[config.mk]
export PLATFORM = sky130hd
export DESIGN_NAME = alu_op_sequencer
export DESIGN_NICKNAME = d
export VERILOG_FILES = /design/src/rtl/alu_op_sequencer.sv
export SDC_FILE = /design/constraint.sdc
export NUM_CORES = 1
export LEC_CHECK = 0
export ABC_AREA = 1
export BUFFER_PORTS_ARGS = -buffer_cell sky130_fd_sc_hd__buf_2
export CAP_MARGIN = 0
export CORE_MARGIN = 1
export CORE_UTILIZATION = 55
export CTS_BUF_LIST = sky130_fd_sc_hd__clkbuf_4 sky130_fd_sc_hd__clkbuf_8
export CTS_CLUSTER_SIZE = 14
export DETAILED_ROUTE_END_ITERATION = 12
export PLACE_DENSITY = 0.86
export SLEW_MARGIN = 15
export SYNTH_ARGS = -nofsm -noshare
export SYNTH_HDL_FRONTEND = slang
export SYNTH_SLANG_ARGS = --single-unit
[constraint.sdc]
create_clock -name clk -period 3.3 [get_ports clk]
set_input_delay 0.825 -clock clk [delete_from_list [all_inputs] [get_ports clk]]
set_output_delay 0.825 -clock clk [all_outputs]
set_load 0.01 [all_outputs]
[src/rtl/alu_op_sequencer.sv]
// Front end for the 4-bit ALU. It debounces the enter/clear buttons and steps through
// operand A, operand B and opcode entry, then captures the ALU result for display.
module alu_op_sequencer #(
  parameter int DB_CYCLES = 500000,
  parameter int DB_CNT_W  = 20
) (
  input  logic       clk,
  input  logic       rst_n,
  input  logic [3:0] sw_data,
  input  logic [2:0] sw_op,
  input  logic       btn_enter,
  input  logic       btn_clr,
  output logic [3:0] alu_a,
  output logic [3:0] alu_b,
  output logic [2:0] alu_ctrl,
  input  logic [3:0] alu_res,
  input  logic       alu_car,
  input  logic       alu_of,
  output logic [3:0] res_q,
  output logic       car_q,
  output logic       of_q,
  output logic       res_valid,
  output logic       done,
  output logic [2:0] state
);

  typedef enum logic [2:0] {
    S_A    = 3'd0,
    S_B    = 3'd1,
    S_OP   = 3'd2,
    S_EXEC = 3'd3,
    S_SHOW = 3'd4
  } state_t;

  localparam int BTN_N = 2;  // index 0 = enter, index 1 = clear
  localparam logic [DB_CNT_W-1:0] DB_LAST = DB_CNT_W'(DB_CYCLES - 1);

  logic [BTN_N-1:0]    btn_raw;
  logic [BTN_N-1:0]    sync_1;
  logic [BTN_N-1:0]    sync_2;
  logic [BTN_N-1:0]    level;
  logic [BTN_N-1:0]    press;
  logic [DB_CNT_W-1:0] db_cnt [BTN_N];

  state_t     state_q, state_next;
  logic       enter_evt, clr_evt;
  logic       load_a, load_b, load_op, capture, clear;
  logic [3:0] a_reg, b_reg;
  logic [2:0] op_reg;

  assign btn_raw = {btn_clr, btn_enter};

  // NOTE: all state uses non-blocking assignments so every flop samples pre-edge values.
  always_ff @(posedge clk or negedge rst_n) begin
    if (!rst_n) begin
      sync_1 <= '0;
      sync_2 <= '0;
    end else begin
      sync_1 <= btn_raw;
      sync_2 <= sync_1;
    end
  end

  // NOTE: the counter array is a handful of flops, not a RAM, so it is reset like any other register.
  always_ff @(posedge clk or negedge rst_n) begin
    if (!rst_n) begin
      level <= '0;
      for (int i = 0; i < BTN_N; i++) db_cnt[i] <= '0;
    end else begin
      for (int i = 0; i < BTN_N; i++) begin
        if (sync_2[i] == level[i]) begin
          db_cnt[i] <= '0;
        end else if (db_cnt[i] == DB_LAST) begin
          level[i]  <= sync_2[i];
          db_cnt[i] <= '0;
        end else begin
          db_cnt[i] <= db_cnt[i] + 1'b1;
        end
      end
    end
  end

  // The press event fires in the cycle in which the stable level is about to flip 0->1.
  always_comb begin
    press = '0;
    for (int i = 0; i < BTN_N; i++)
      press[i] = sync_2[i] & ~level[i] & (db_cnt[i] == DB_LAST);
  end

  assign enter_evt = press[0];
  assign clr_evt   = press[1];

  always_ff @(posedge clk or negedge rst_n) begin
    if (!rst_n) state_q <= S_A;
    else        state_q <= state_next;
  end

  // NOTE: every output of this block gets a default first, so no path can infer a latch.
  always_comb begin
    state_next = state_q;
    load_a     = 1'b0;
    load_b     = 1'b0;
    load_op    = 1'b0;
    capture    = 1'b0;
    clear      = 1'b0;
    if (clr_evt) begin
      clear      = 1'b1;
      state_next = S_A;
    end else begin
      case (state_q)
        S_A:    if (enter_evt) begin load_a  = 1'b1; state_next = S_B;    end
        S_B:    if (enter_evt) begin load_b  = 1'b1; state_next = S_OP;   end
        S_OP:   if (enter_evt) begin load_op = 1'b1; state_next = S_EXEC; end
        S_EXEC: begin capture = 1'b1; state_next = S_SHOW; end
        S_SHOW: if (enter_evt) state_next = S_A;
        default: state_next = S_A;
      endcase
    end
  end

  always_ff @(posedge clk or negedge rst_n) begin
    if (!rst_n) begin
      a_reg     <= '0;
      b_reg     <= '0;
      op_reg    <= '0;
      res_q     <= '0;
      car_q     <= 1'b0;
      of_q      <= 1'b0;
      res_valid <= 1'b0;
      done      <= 1'b0;
    end else if (clear) begin
      a_reg     <= '0;
      b_reg     <= '0;
      op_reg    <= '0;
      res_q     <= '0;
      car_q     <= 1'b0;
      of_q      <= 1'b0;
      res_valid <= 1'b0;
      done      <= 1'b0;
    end else begin
      done <= capture;
      if (load_a) begin
        a_reg     <= sw_data;
        res_valid <= 1'b0;
      end
      if (load_b)  b_reg  <= sw_data;
      if (load_op) op_reg <= sw_op;
      // Flags are taken exactly as the ALU presents them, forced zeros included.
      if (capture) begin
        res_q     <= alu_res;
        car_q     <= alu_car;
        of_q      <= alu_of;
        res_valid <= 1'b1;
      end
    end
  end

  assign alu_a    = a_reg;
  assign alu_b    = b_reg;
  assign alu_ctrl = op_reg;
  assign state    = state_q;

endmodule

==> results.md <==
- The flow ran to the end, and the final reports show no timing, DRC or antenna violations.
- The number of nets in the synthesized netlist is 508.
- The met2 track demand over resource in global routing is 0.438.
- The top cell types in the final layout, fill and taps aside, are sky130_fd_sc_hd__nand2_1, sky130_fd_sc_hd__nor2_1, sky130_fd_sc_hd__dfrtp_1.
- Sorting the synthesized cells by area gives the leading types as sky130_fd_sc_hd__dfrtp_1, sky130_fd_sc_hd__nand2_1, sky130_fd_sc_hd__nor2_1, sky130_fd_sc_hd__nand3_1, sky130_fd_sc_hd__inv_1.
- In the final layout, the share of cells above drive strength 1 is 0.158.
- Of the available clock period, the critical path in the final layout requires 0.549.
- In this run the number of H-tree levels came out at 3.
- The final hold slack is 0.369 ns.
- The post-layout minimum cycle time is 1.81 ns.
- The startpoint identified for the worst register-to-register timing path is db_cnt[20]$_DFF_PN0_.
- During synthesis, Yosys emitted a total of 0 warnings.
- The achievable clock frequency is 552 MHz.
- The class of the tightest hold or removal check is flip-flop to flip-flop.
- The synthesized flop and latch total is 68.
- Dividing total power by cell area gives a power density of 390 nW/um2.
- The most common cell after layout, fill and taps aside is sky130_fd_sc_hd__nand2_1.
- After detailed routing, the total wire length is 8330 um.
- The category of the worst setup path capture point is a flip-flop.
- Once layout is complete, the utilization of the core stands at 0.650.
- The sequential element share of the synthesized area is 0.464.
- The total track usage is 0.260.
- The mean instance size in the synthesized netlist is 7.53 um2.
- The worst hold path begins at sync_1[1]$_DFF_PN0_.
- The clock tree from TritonCTS is done.
- The maximum VDD drop is 0.000309 V.
- For this configuration, the core starts out at a cell density of 0.574.
- The area growth from synthesis to layout is 13.2%.
- The number of global-route vias before repair is 3197.
- After clock tree synthesis, the repair step resized 0 gates.
- In this run the tightest slew margin relative to its limit is 0.358.
- The remaining number of nets flagged by the antenna check after routing is 0.
- The combined area of the multi-input logic cells is 1700 um2.
- 0 antenna diodes ended up in the layout.
- The number of input and output port buffers inserted is 38.
- The setup TNS after final layout is 0 ns.
- The setup slack after layout is 1.49 ns.
- The number of distinct library cell variants in the gate-level netlist after synthesis is 26.
- The wire-length estimate of the detail-placed layout is 6080 um.
- At the placement stage, the worst setup path has a slack of 1.43 ns.
- The number of sinks handled by clock tree synthesis is 68.
- In the final routed layout, each cell accounts on average for 13.5 um.
- The analysis attributes to cell leakage a power of 0.00189 uW.
- The number of buffers added to fix hold violations after cts is 0.
- After the first detailed-routing iteration, the DRC count stood at 230.
- In this run the worst setup path begins at db_cnt[20]$_DFF_PN0_.
- The global routing stage identified its most utilized layer as met2.
- The required arrival time at the worst endpoint is 3.54 ns.
- From bottom edge to top edge, the die measures 83.7 um.
- The data arrival at the endpoint of the critical path is 2.06 ns.
- At the later pin of the worst-skew pair, clock insertion delay measures 0.35 ns.
- The initialized floorplan defines 29 standard-cell rows.
- STA classifies the critical path startpoint as a flip-flop.
- Clock skew on the completed layout was measured at 0.0108 ns.
- The net total in the final layout is 555.
- The type of the worst setup path is flip-flop to flip-flop.
- The filler cells instantiated in the layout total 526.
- The number of pins with negative max-slew slack in the final report is 0.
- The clock buffer count from CTS is 9.
- Setup repair after global routing left no endpoint under its margin.
- The count of endpoints failing setup in the final report is 0.
- The met1 capacity usage during global routing is 0.322.
- The buffer depth of the longest clock path is 2.
- The global placer's final weighted congestion is 0.889.
- Along the worst path, the maximum fanout reaches 9.
- The initial antenna violation count is 0.
- Entering global routing, the biggest net connects 44 pins.
- In the final layout, flip-flops and latches occupy 1700 um2.
- CTS placed an instance of sky130_fd_sc_hd__clkbuf_8 at the clock tree root.
- Pin placement for this block handled 39 I/O pins.
- The overall power of the completed layout is 1620 uW.
- The dominant cell type by area after synthesis is sky130_fd_sc_hd__dfrtp_1.
- In the routed layout, each cell is associated on average with a via count of 5.37.
- The share of Yosys cell area claimed by the top area cell type is 0.464.
- The first-pass GRT wire length is 14400 um.
- The chip width is 83.7 um.
- The number of endpoints with negative hold slack in the final report is 0.
- Detailed routing inserted a total of 3304 vias.
- The number of max-cap violations is 0.
- The die covers 7000 um2.
- The first-pass iteration count of the detailed router is 4.
- The remaining routing DRC violations is 0.
- For this run, global-route usage on met3 was measured as 0.0564.
- For the pin with the worst max-slew slack, the measured transition is 0.962 ns.
- The overflow left after global routing is 0.
- The post-synthesis instance area is 3670 um2.
- The CTS clock-pin slew for the worst setup and hold paths is 0.07 ns.
- The post-CTS repair timing setup buffer count is 0.
- The placeable core area is 6390 um2.
- The synthesized instance count is 487.
-- logic make-up (layout without fill, tap and decap cells) --
group / after synthesis / count (layout) / share of synthesized area
DFF: 68 / 68 / 0.464
and+or+nand+nor: 310 / 310 / 0.381
buffers and inverters: 67 / 118 / 0.0720
adders and majority gates: 4 / 4 / 0.0136
AOI/OAI and AO/OA: 22 / 22 / 0.0314
xor gates and xnor gates: 16 / 16 / 0.0382
-- layer usage --
layer  part of all wire  vias to the layer above
met5                  0                        -
met4              0.020                        0
met3              0.046                       19
met2               0.49                       93
met1               0.44                     1554
li1                   -                     1638
-- state kept, by name, summed over array words and instances (netlist names) --
| signal | flops |
|---|---|
| sync_2 | 2 |
| done | 1 |
| sync_1 | 2 |
| alu_ctrl | 3 |
| alu_b | 4 |
| alu_a | 4 |
| res_q | 4 |
| res_valid | 1 |
| db_cnt | 40 |
| level | 2 |
| state | 3 |
| car_q | 1 |
| of_q | 1 |
-- synthesized netlist by cell type, drive strengths merged --
library cell / n
a21oi: 12
buf: 3
clkbuf: 2
dfrtp: 68
ha: 4
inv: 62
nand2: 124
nand3: 46
nand3b: 1
nand4: 16
nor2: 103
nor3: 18
nor3b: 2
o21ai: 8
o21bai: 2
xnor2: 4
xor2: 12
-- metrics by stage --
step	cell area [um2]	instances
2_1_floorplan	3670	487
3_3_place_gp	3950	600
3_5_place_dp	3950	600
4_1_cts	4150	615
5_1_grt	4150	615
6_report	4150	615
-- worst max-delay path, stage by stage (launching register included) --
cell and delay (ns):
sky130_fd_sc_hd__dfrtp_1 0.38, sky130_fd_sc_hd__ha_1 0.36, sky130_fd_sc_hd__nand3_2 0.16, sky130_fd_sc_hd__nor2_2 0.25
sky130_fd_sc_hd__nand3b_2 0.13, sky130_fd_sc_hd__nand2_2 0.19, sky130_fd_sc_hd__inv_2 0.10, sky130_fd_sc_hd__nand2_1 0.08
sky130_fd_sc_hd__nor2_1 0.04
-- where the power goes --
| group | switching (uW) | internal [uW] |
|---|---|---|
| registers | 6.22 | 841 |
| logic | 42.6 | 19.7 |
| clock network | 313 | 396 |
| total | 362 | 1260 |
-- path summary, 6_finish.rpt --
| kind | to | slack [ns] | depth (start not counted) |
|---|---|---|---|
| worst max register to register | db_cnt[39]$_DFF_PN0_ | 1.49 | 8 |
| max in group asynchronous | db_cnt[8]$_DFF_PN0_ | 1.89 | 2 |
| worst min register to register | sync_2[1]$_DFF_PN0_ | 0.37 | 0 |
| worst min-delay path | sync_2[1]$_DFF_PN0_ | 0.37 | 0 |
| min in group asynchronous | db_cnt[22]$_DFF_PN0_ | 0.61 | 1 |
| worst max-delay path | db_cnt[39]$_DFF_PN0_ | 1.49 | 8 |
-- layout make-up --
type | instances | area share
timing repair buffer | 41 | 0.0513
tap | 77 | 0.0232
clock inverter | 3 | 0.0112
clock buffer | 12 | 0.0383
sequential | 68 | 0.410
multi-input combinational | 352 | 0.410
inverter | 62 | 0.0561
No activity file was read; power rests on OpenSTA's default activity.
